--- src/rtl/spi_frame_decoder.sv ---
// spi_frame_decoder: parses one SPI transaction (opcode, start address,
// data bytes) into 32-bit register-write strobes with an auto-incrementing
// word address. Bytes come from spi_slave; spi_ss is the raw, asynchronous
// slave select and is synchronised here.
//
// state   | meaning
// --------+---------------------------------------------------------------
// IDLE    | no frame open; bytes ignored, waiting for an armed ss falling edge
// CMD     | expecting the opcode byte
// ADDR    | expecting the start-address byte
// DATA    | packing data bytes MSB-first into words, one write per 4 bytes
// DISCARD | bad opcode seen; swallow bytes until ss rises
module spi_frame_decoder #(
  parameter logic [7:0] WR_OPCODE   = 8'hA5,
  parameter int         ADDR_W      = 8,
  parameter int         SYNC_STAGES = 2
) (
  input  logic              clk,
  input  logic              rstn,
  input  logic              spi_ss,
  input  logic              data_en_i,
  input  logic [7:0]        data_i,
  output logic              wr_en,
  output logic [ADDR_W-1:0] wr_addr,
  output logic [31:0]       wr_data,
  output logic              frame_done,
  output logic              frame_err,
  output logic              busy
);

  typedef enum logic [2:0] {
    IDLE    = 3'd0,
    CMD     = 3'd1,
    ADDR    = 3'd2,
    DATA    = 3'd3,
    DISCARD = 3'd4
  } state_t;

  state_t                  state;
  logic [SYNC_STAGES-1:0]  ss_sync;
  // Tracks which synchroniser stages hold a real pin sample rather than the
  // reset value, so the reset preload of 1 can never arm a frame start while
  // spi_ss is actually low.
  logic [SYNC_STAGES-1:0]  ss_vld;
  logic                    ss_s;
  logic                    ss_q;
  logic                    armed;
  logic                    err;
  logic [1:0]              byte_cnt;
  logic [ADDR_W-1:0]       addr_cnt;
  logic [31:0]             word;
  logic [31:0]             word_next;
  logic                    ss_fall;
  logic                    ss_rise;
  logic                    end_bad;

  assign ss_s      = ss_sync[SYNC_STAGES-1];
  assign ss_fall   = armed & ss_q & ~ss_s;
  assign ss_rise   = ~ss_q & ss_s;
  assign word_next = {word[23:0], data_i};

  // Frame-end verdict, taking into account a byte accepted in the same cycle.
  always_comb begin
    end_bad = err;
    case (state)
      CMD:     end_bad = 1'b1;
      ADDR:    end_bad = err | ~data_en_i;
      DATA:    end_bad = err | (data_en_i ? (byte_cnt != 2'd3) : (byte_cnt != 2'd0));
      DISCARD: end_bad = 1'b1;
      default: end_bad = err;
    endcase
  end

  // Synchroniser, edge detect, frame FSM and registered outputs.
  always_ff @(posedge clk) begin
    if (!rstn) begin
      ss_sync    <= '1;
      ss_vld     <= '0;
      ss_q       <= 1'b1;
      armed      <= 1'b0;
      state      <= IDLE;
      err        <= 1'b0;
      byte_cnt   <= 2'd0;
      addr_cnt   <= '0;
      word       <= '0;
      wr_en      <= 1'b0;
      wr_addr    <= '0;
      wr_data    <= '0;
      frame_done <= 1'b0;
      frame_err  <= 1'b0;
      busy       <= 1'b0;
    end else begin
      ss_sync    <= {ss_sync[SYNC_STAGES-2:0], spi_ss};
      ss_vld     <= {ss_vld[SYNC_STAGES-2:0], 1'b1};
      ss_q       <= ss_s;
      if (ss_s && ss_vld[SYNC_STAGES-1]) armed <= 1'b1;

      wr_en      <= 1'b0;
      frame_done <= 1'b0;
      frame_err  <= 1'b0;

      case (state)
        IDLE: begin
          busy <= 1'b0;
          if (ss_fall) begin
            state    <= CMD;
            busy     <= 1'b1;
            err      <= 1'b0;
            byte_cnt <= 2'd0;
          end
        end
        CMD: begin
          if (data_en_i) begin
            if (data_i == WR_OPCODE) begin
              state <= ADDR;
            end else begin
              state <= DISCARD;
              err   <= 1'b1;
            end
          end
        end
        ADDR: begin
          if (data_en_i) begin
            addr_cnt <= ADDR_W'(data_i);
            byte_cnt <= 2'd0;
            state    <= DATA;
          end
        end
        DATA: begin
          if (data_en_i) begin
            word <= word_next;
            if (byte_cnt == 2'd3) begin
              wr_en    <= 1'b1;
              wr_data  <= word_next;
              wr_addr  <= addr_cnt;
              addr_cnt <= addr_cnt + ADDR_W'(1);
              byte_cnt <= 2'd0;
            end else begin
              byte_cnt <= byte_cnt + 2'd1;
            end
          end
        end
        DISCARD: ;
        default: state <= IDLE;
      endcase

      // Closing the frame overrides the state update above; busy stays high
      // through the frame_done cycle and is cleared from IDLE next cycle.
      if (ss_rise && state != IDLE) begin
        state      <= IDLE;
        frame_done <= 1'b1;
        frame_err  <= end_bad;
        byte_cnt   <= 2'd0;
      end
    end
  end

endmodule

--- config.mk ---
export PLATFORM = sky130hd
export DESIGN_NAME = spi_frame_decoder
export DESIGN_NICKNAME = d
export VERILOG_FILES = /design/src/rtl/spi_frame_decoder.sv
export SDC_FILE = /design/constraint.sdc
export NUM_CORES = 1
export LEC_CHECK = 0
export CAP_MARGIN = 20
export CORE_MARGIN = 4
export CORE_UTILIZATION = 50
export CTS_BUF_LIST = sky130_fd_sc_hd__clkbuf_4 sky130_fd_sc_hd__clkbuf_8
export DETAILED_ROUTE_END_ITERATION = 10
export MAX_ROUTING_LAYER = met4
export PLACE_DENSITY_LB_ADDON = 0.05
export RECOVER_POWER = 50
export SLEW_MARGIN = 25
export SYNTH_ARGS = -nofsm -noshare
export SYNTH_HDL_FRONTEND = slang
export SYNTH_SLANG_ARGS = --single-unit
--- constraint.sdc ---
create_clock -name clk -period 2 [get_ports clk]
set_clock_uncertainty 0.2 [all_clocks]
set_input_delay 0.3 -clock clk [delete_from_list [all_inputs] [get_ports clk]]
set_output_delay 0.3 -clock clk [all_outputs]
set_load 0.05 [all_outputs]
Word-level counts from Yosys, hierarchy flattened. Index checks and enable logic that the tools add are counted. Widths: inputs -> output; s select.

Register bits after elaboration: 88. Input bits: 12. Output and inout bits: 44.

Add/sub/neg operators: 2. Equal/unequal tests: 13. Multiplexer cells: 24. Bitwise logic cells: 10. Reduce and logical (&&, ||, !) cells: 19.

Operator list (count): $mux 8 (3); $pmux 8 s2 (1); $reduce_and 4->1 (4); $ne 2x2->1 const B (7); $mux 3 (4); $pmux 3 s4 (1); $add 8x1->8 const B (1); $eq 8x8->1 const B (1); $mux 1 (8); $mux 2 (4); $eq 3x2->1 const B (2); $pmux 2 s3 (1); $reduce_and 3->1 (2); $reduce_bool 2->1 (3); $reduce_bool 3->1 (2); $reduce_or 2->1 (3); $not 1->1 (5); $reduce_and 2->1 (2); $and 1x1->1 (3); $eq 3x1->1 const B (1); $eq 3x3->1 const B (1); $logic_not 3->1 (1); $pmux 1 s3 (1); $add 2x1->2 const B (1); other kinds (4) (6).

Depth between registers and ports, before layout. Gate-level depths: netlist of run 1.

Depth in word-level cells: 4. Gate-level depth with buffers: 8.

Worst setup path after synthesis of run 1. OpenSTA, ideal clock, no wires.

Path kind: reg2reg. Start point: reg state[1]. End point: reg byte_cnt[1]. Library setup time: 0.087 ns. Data arrival time: 1.564 ns. Path slack: 0.149 ns. Cell stages (with the launch flop): 6. Path buffers: 1. Clock period less this slack: 1.851 ns. Cells stage by stage: dfxtp_1 -> buf_6 -> or3_4 -> a21o_1 -> or4_1 -> o31ai_1.

Word-level cells in the longest chain between the ends: 3.

RTL lines: from (decl) (RTL line 39) `state_t state;`; from (signal assigned) (RTL line 81) `state <= IDLE;`; from (signal assigned) (RTL line 106) `state <= CMD;`; from (signal assigned) (RTL line 115) `state <= ADDR;`; $eq 3x2->1 (tied with other cells) (RTL line 102) `case (state)`; $ne 2x2->1 (no source line) (tied with other cells); $reduce_and 4->1 (no source line) / $reduce_or 2->1 (equally long branches); to (signal assigned) (RTL line 139) `byte_cnt <= byte_cnt + 2'd1;`; to (decl) (RTL line 49) `logic [1:0] byte_cnt;`.

Parallel ways exist; a longest one is shown, timed or not. A chain may end at the register's enable or synchronous reset.

Worst setup path after layout of run 1.
Start point: reg state[2]. End point: reg byte_cnt[1].

Same word-level chain as after synthesis.

==> results of run 1 <==
[critical path, stage by stage, from the launching register on]
cell	delay [ns]
dfxtp_1	0.43
or3_4	0.39
a21o_1	0.20
or4_1	0.51
o31ai_1	0.08
[synthesized netlist by cell type (3+ instances only)]
| master | count |
|---|---|
| dfxtp_1 | 88 |
| nand4_1 | 3 |
| buf_2 | 5 |
| nand2b_1 | 7 |
| nand2_1 | 141 |
| nor3_1 | 4 |
| inv_1 | 5 |
| clkbuf_1 | 22 |
| nor2b_1 | 5 |
| a21o_1 | 3 |
| a21oi_1 | 76 |
| and3_1 | 3 |
| ha_1 | 3 |
| nor2_1 | 7 |
| a211oi_1 | 5 |
| o21ai_0 | 4 |
| nand3_1 | 6 |
[power by group through the flow]
stage / logic (uW) / registers (uW) / clock network (uW)
finish: 101 / 1760 / 1090
detailed placement: 107 / 1800 / 0
global placement: 107 / 1800 / 0
floorplan: 44.7 / 1800 / 0
CTS: 107 / 1760 / 1110
global route: 110 / 1760 / 1190
[per-layer routing]
layer | wire length [um] | up-vias
met4 | 167 | 0
met2 | 3090 | 82
met5 | 0 | -
met3 | 424 | 13
li1 | - | 1515
met1 | 3900 | 1305
[flip-flops by register name, indices dropped and copies added, names as in the netlist]
signal and count:
err 1, frame_done 1, armed 1, addr_cnt 8, wr_data 32, word 24, ss_sync 2, ss_q 1
wr_en 1, frame_err 1, wr_addr 8, byte_cnt 2, state 3, ss_vld 2, busy 1
[worst paths after layout]
| check | startpoint | endpoint | slack [ns] | depth (start not counted) |
|---|---|---|---|---|
| max | state[2] | byte_cnt[1] | 0.12 | 4 |
| min | ss_sync[0] | ss_sync[1] | 0.22 | 1 |
| max reg2reg | state[2] | byte_cnt[1] | 0.12 | 4 |
| min reg2reg | ss_sync[0] | ss_sync[1] | 0.22 | 1 |
[repair_timing]
item	CTS	global route
resized for setup	8	0
setup buffers	0	0
hold buffers	0	0
setup endpoints to repair	8	0
[per-stage QoR]
step,area (um^2),cells,setup WS [ns]
floorplan,3350,417,0.149
global placement,3990,543,0.0611
detailed placement,3990,543,0.0327
CTS,4140,558,0.137
global route,3990,558,0.0530
finish,3990,558,0.121
[cells in the final DEF (no fill, tap or decap), types with 4 or more instances in the layout]
master and count:
nor2b_1 5, nand3_1 6, o21ai_0 4, a21oi_1 76
clkbuf_1 38, buf_4 21, dfxtp_1 88, a211oi_1 5
dlygate4sd2_1 8, nor2_1 7, nand2b_1 7, inv_1 5
nor3_1 4, clkdlybuf4s50_1 10, nand2_1 141, clkbuf_8 9
[cells by family after synthesis]
group / count (synthesis) / synth area share, %
AO/OA/AOI/OAI: 99 / 16.4
adder cells (fa/ha/maj): 3 / 1.12
buffers and inverters: 36 / 4.66
flip-flops: 88 / 52.5
multiplexers: 2 / 0.672
AND/OR/NAND/NOR: 189 / 24.6
[final cells by class]
| cell class | count | area [um^2] |
|---|---|---|
| clock buffers | 9 | 124 |
| clock inverters | 6 | 45.0 |
| fillers | 616 | 2430 |
| inverters | 5 | 18.8 |
| multi-input cells | 293 | 1440 |
| flip-flops and latches | 88 | 1760 |
| well taps | 77 | 96.3 |
| repair buffers | 80 | 508 |
==> impl_results.md, run 1 <==
- Routed len/inst: 13.6 um
- Largest net degree at the start of global routing: 75
- Clock network fraction of total power: 36.9%
- Final setup violation count: 0
- Leak: between 0.001 and 0.0015 uW
- TritonCTS buffer count: 9
- Worst slew margin: 45.9%
- CTS H-tree lvls: 3
- Post-Syn Area: approximately 3400 um^2
- Max-Cap Viols: 0
- Startpoint Class: flop
- TNS Setup: 0 ns
- Crit-path max FO: 13
- Power Density: 739 nW/um^2
- Detailed placement HPWL: 5170 um
- Async set-reset flop share out of synthesis: 0%
- Max Fclk: 532 MHz
- Post-synthesis average cell area: 8.04 um^2
- Vias in the first global route: around 2,600
- Syn nets: roughly 430
- Tot Pwr: about 3000 uW
- Gate Count Post-Synth: roughly 420
- YS warnings: 0
- Grt met1 use: 28.3%
- # rows: 29
- Largest cells by area after synthesis: dfxtp_1 53%, nand2_1 16%, a21oi_1 11%
- Clock buffer depth: 2
- DR vias/cell: between 5 and 6
- Die area: 8080 um^2
- VDD IR max: a little under 500 uV
- Initial antenna violation count: 0
- Psw: between 600 and 700 uW
- Sequential share of power: 59.7%
- Die H: between 80 and 90 um
- Post-layout nets: 492
- Crit. End Element: flop
- Synth top area share: 52.5%
- Internal: 2250 uW
- Worst-Margin Slew: ~0.8 ns
- Post-synth EDFFs: 0
- Min Clock Period, post-route: 1.88 ns
- Final max-slew violation count: 0
- First-pass GRT wire length: 12,800 um
- Area delta synth->final: 19.0%
- Ys flop type: dfxtp_1
- Hold Vio Cnt, Final: 0
- Combinational fraction of design power: under 10%
- DR vias: slightly below 3,000
- Final worst-path cycle share: 94.0%
- PortBufs: 55
- CTS tree: yes
- #FFs+latches synth: between 80 and 90
- Sw Share: 23.6%
- Global-route usage over all layers: 19.6%
- Hold WC Path Type: reg -> reg
- Skew-Pair Late Insertion Delay: 0.35 ns
- Unrepaired setup endpoints after global routing: false
- Starting density of the core: 52.2%
- ANT cells: 0
- Critical Path AT: 1.95 ns
- Critical path required time: 2.07 ns
- Core Box Area: between 6000 and 7000 um^2
- GR peak layer: met1
- Chip width: between 80 and 90 um
- 1st-iter DRT viols: 157
- Root Buffer Master: clkbuf_8
- Grt ovf: 0
- Top Ports: 56
- Met3 Use GR: 4.59%
- Final wirelength: 7580 um
- Drt drc: 0
- Clock sinks: 88
- Routability cong.: 0.809
- Yosys top cell by area: dfxtp_1
- Final core utilization: 62.1%
- Reg clk slew, reported paths: ~0.090 ns
- M2 GR Usage: a little over a quarter
- TritonRoute pass-1 iters: 5
- Layout cell share with drive strength beyond 1: 8.52%
- Library cells used by synthesis: 38
- Setup CP Type: reg -> reg
- Outcome: completed
- Post-synthesis sequential area ratio: 52.5%
- Hold WS: 0.219 ns
- Final ANT Viol Nets: 0
(Power assumes the default switching activity.)
==> run 2: changes to the inputs <==
--- a/config.mk
+++ b/config.mk
@@ -8,7 +8,7 @@
 export CAP_MARGIN = 20
 export CORE_MARGIN = 4
 export CORE_UTILIZATION = 50
-export CTS_BUF_LIST = sky130_fd_sc_hd__clkbuf_4 sky130_fd_sc_hd__clkbuf_8
+export CTS_BUF_LIST = sky130_fd_sc_hd__clkbuf_8
 export DETAILED_ROUTE_END_ITERATION = 10
 export MAX_ROUTING_LAYER = met4
 export PLACE_DENSITY_LB_ADDON = 0.05
==> results of run 2 <==
No change in the layout: final DEF, timing and power equal those of run 1.
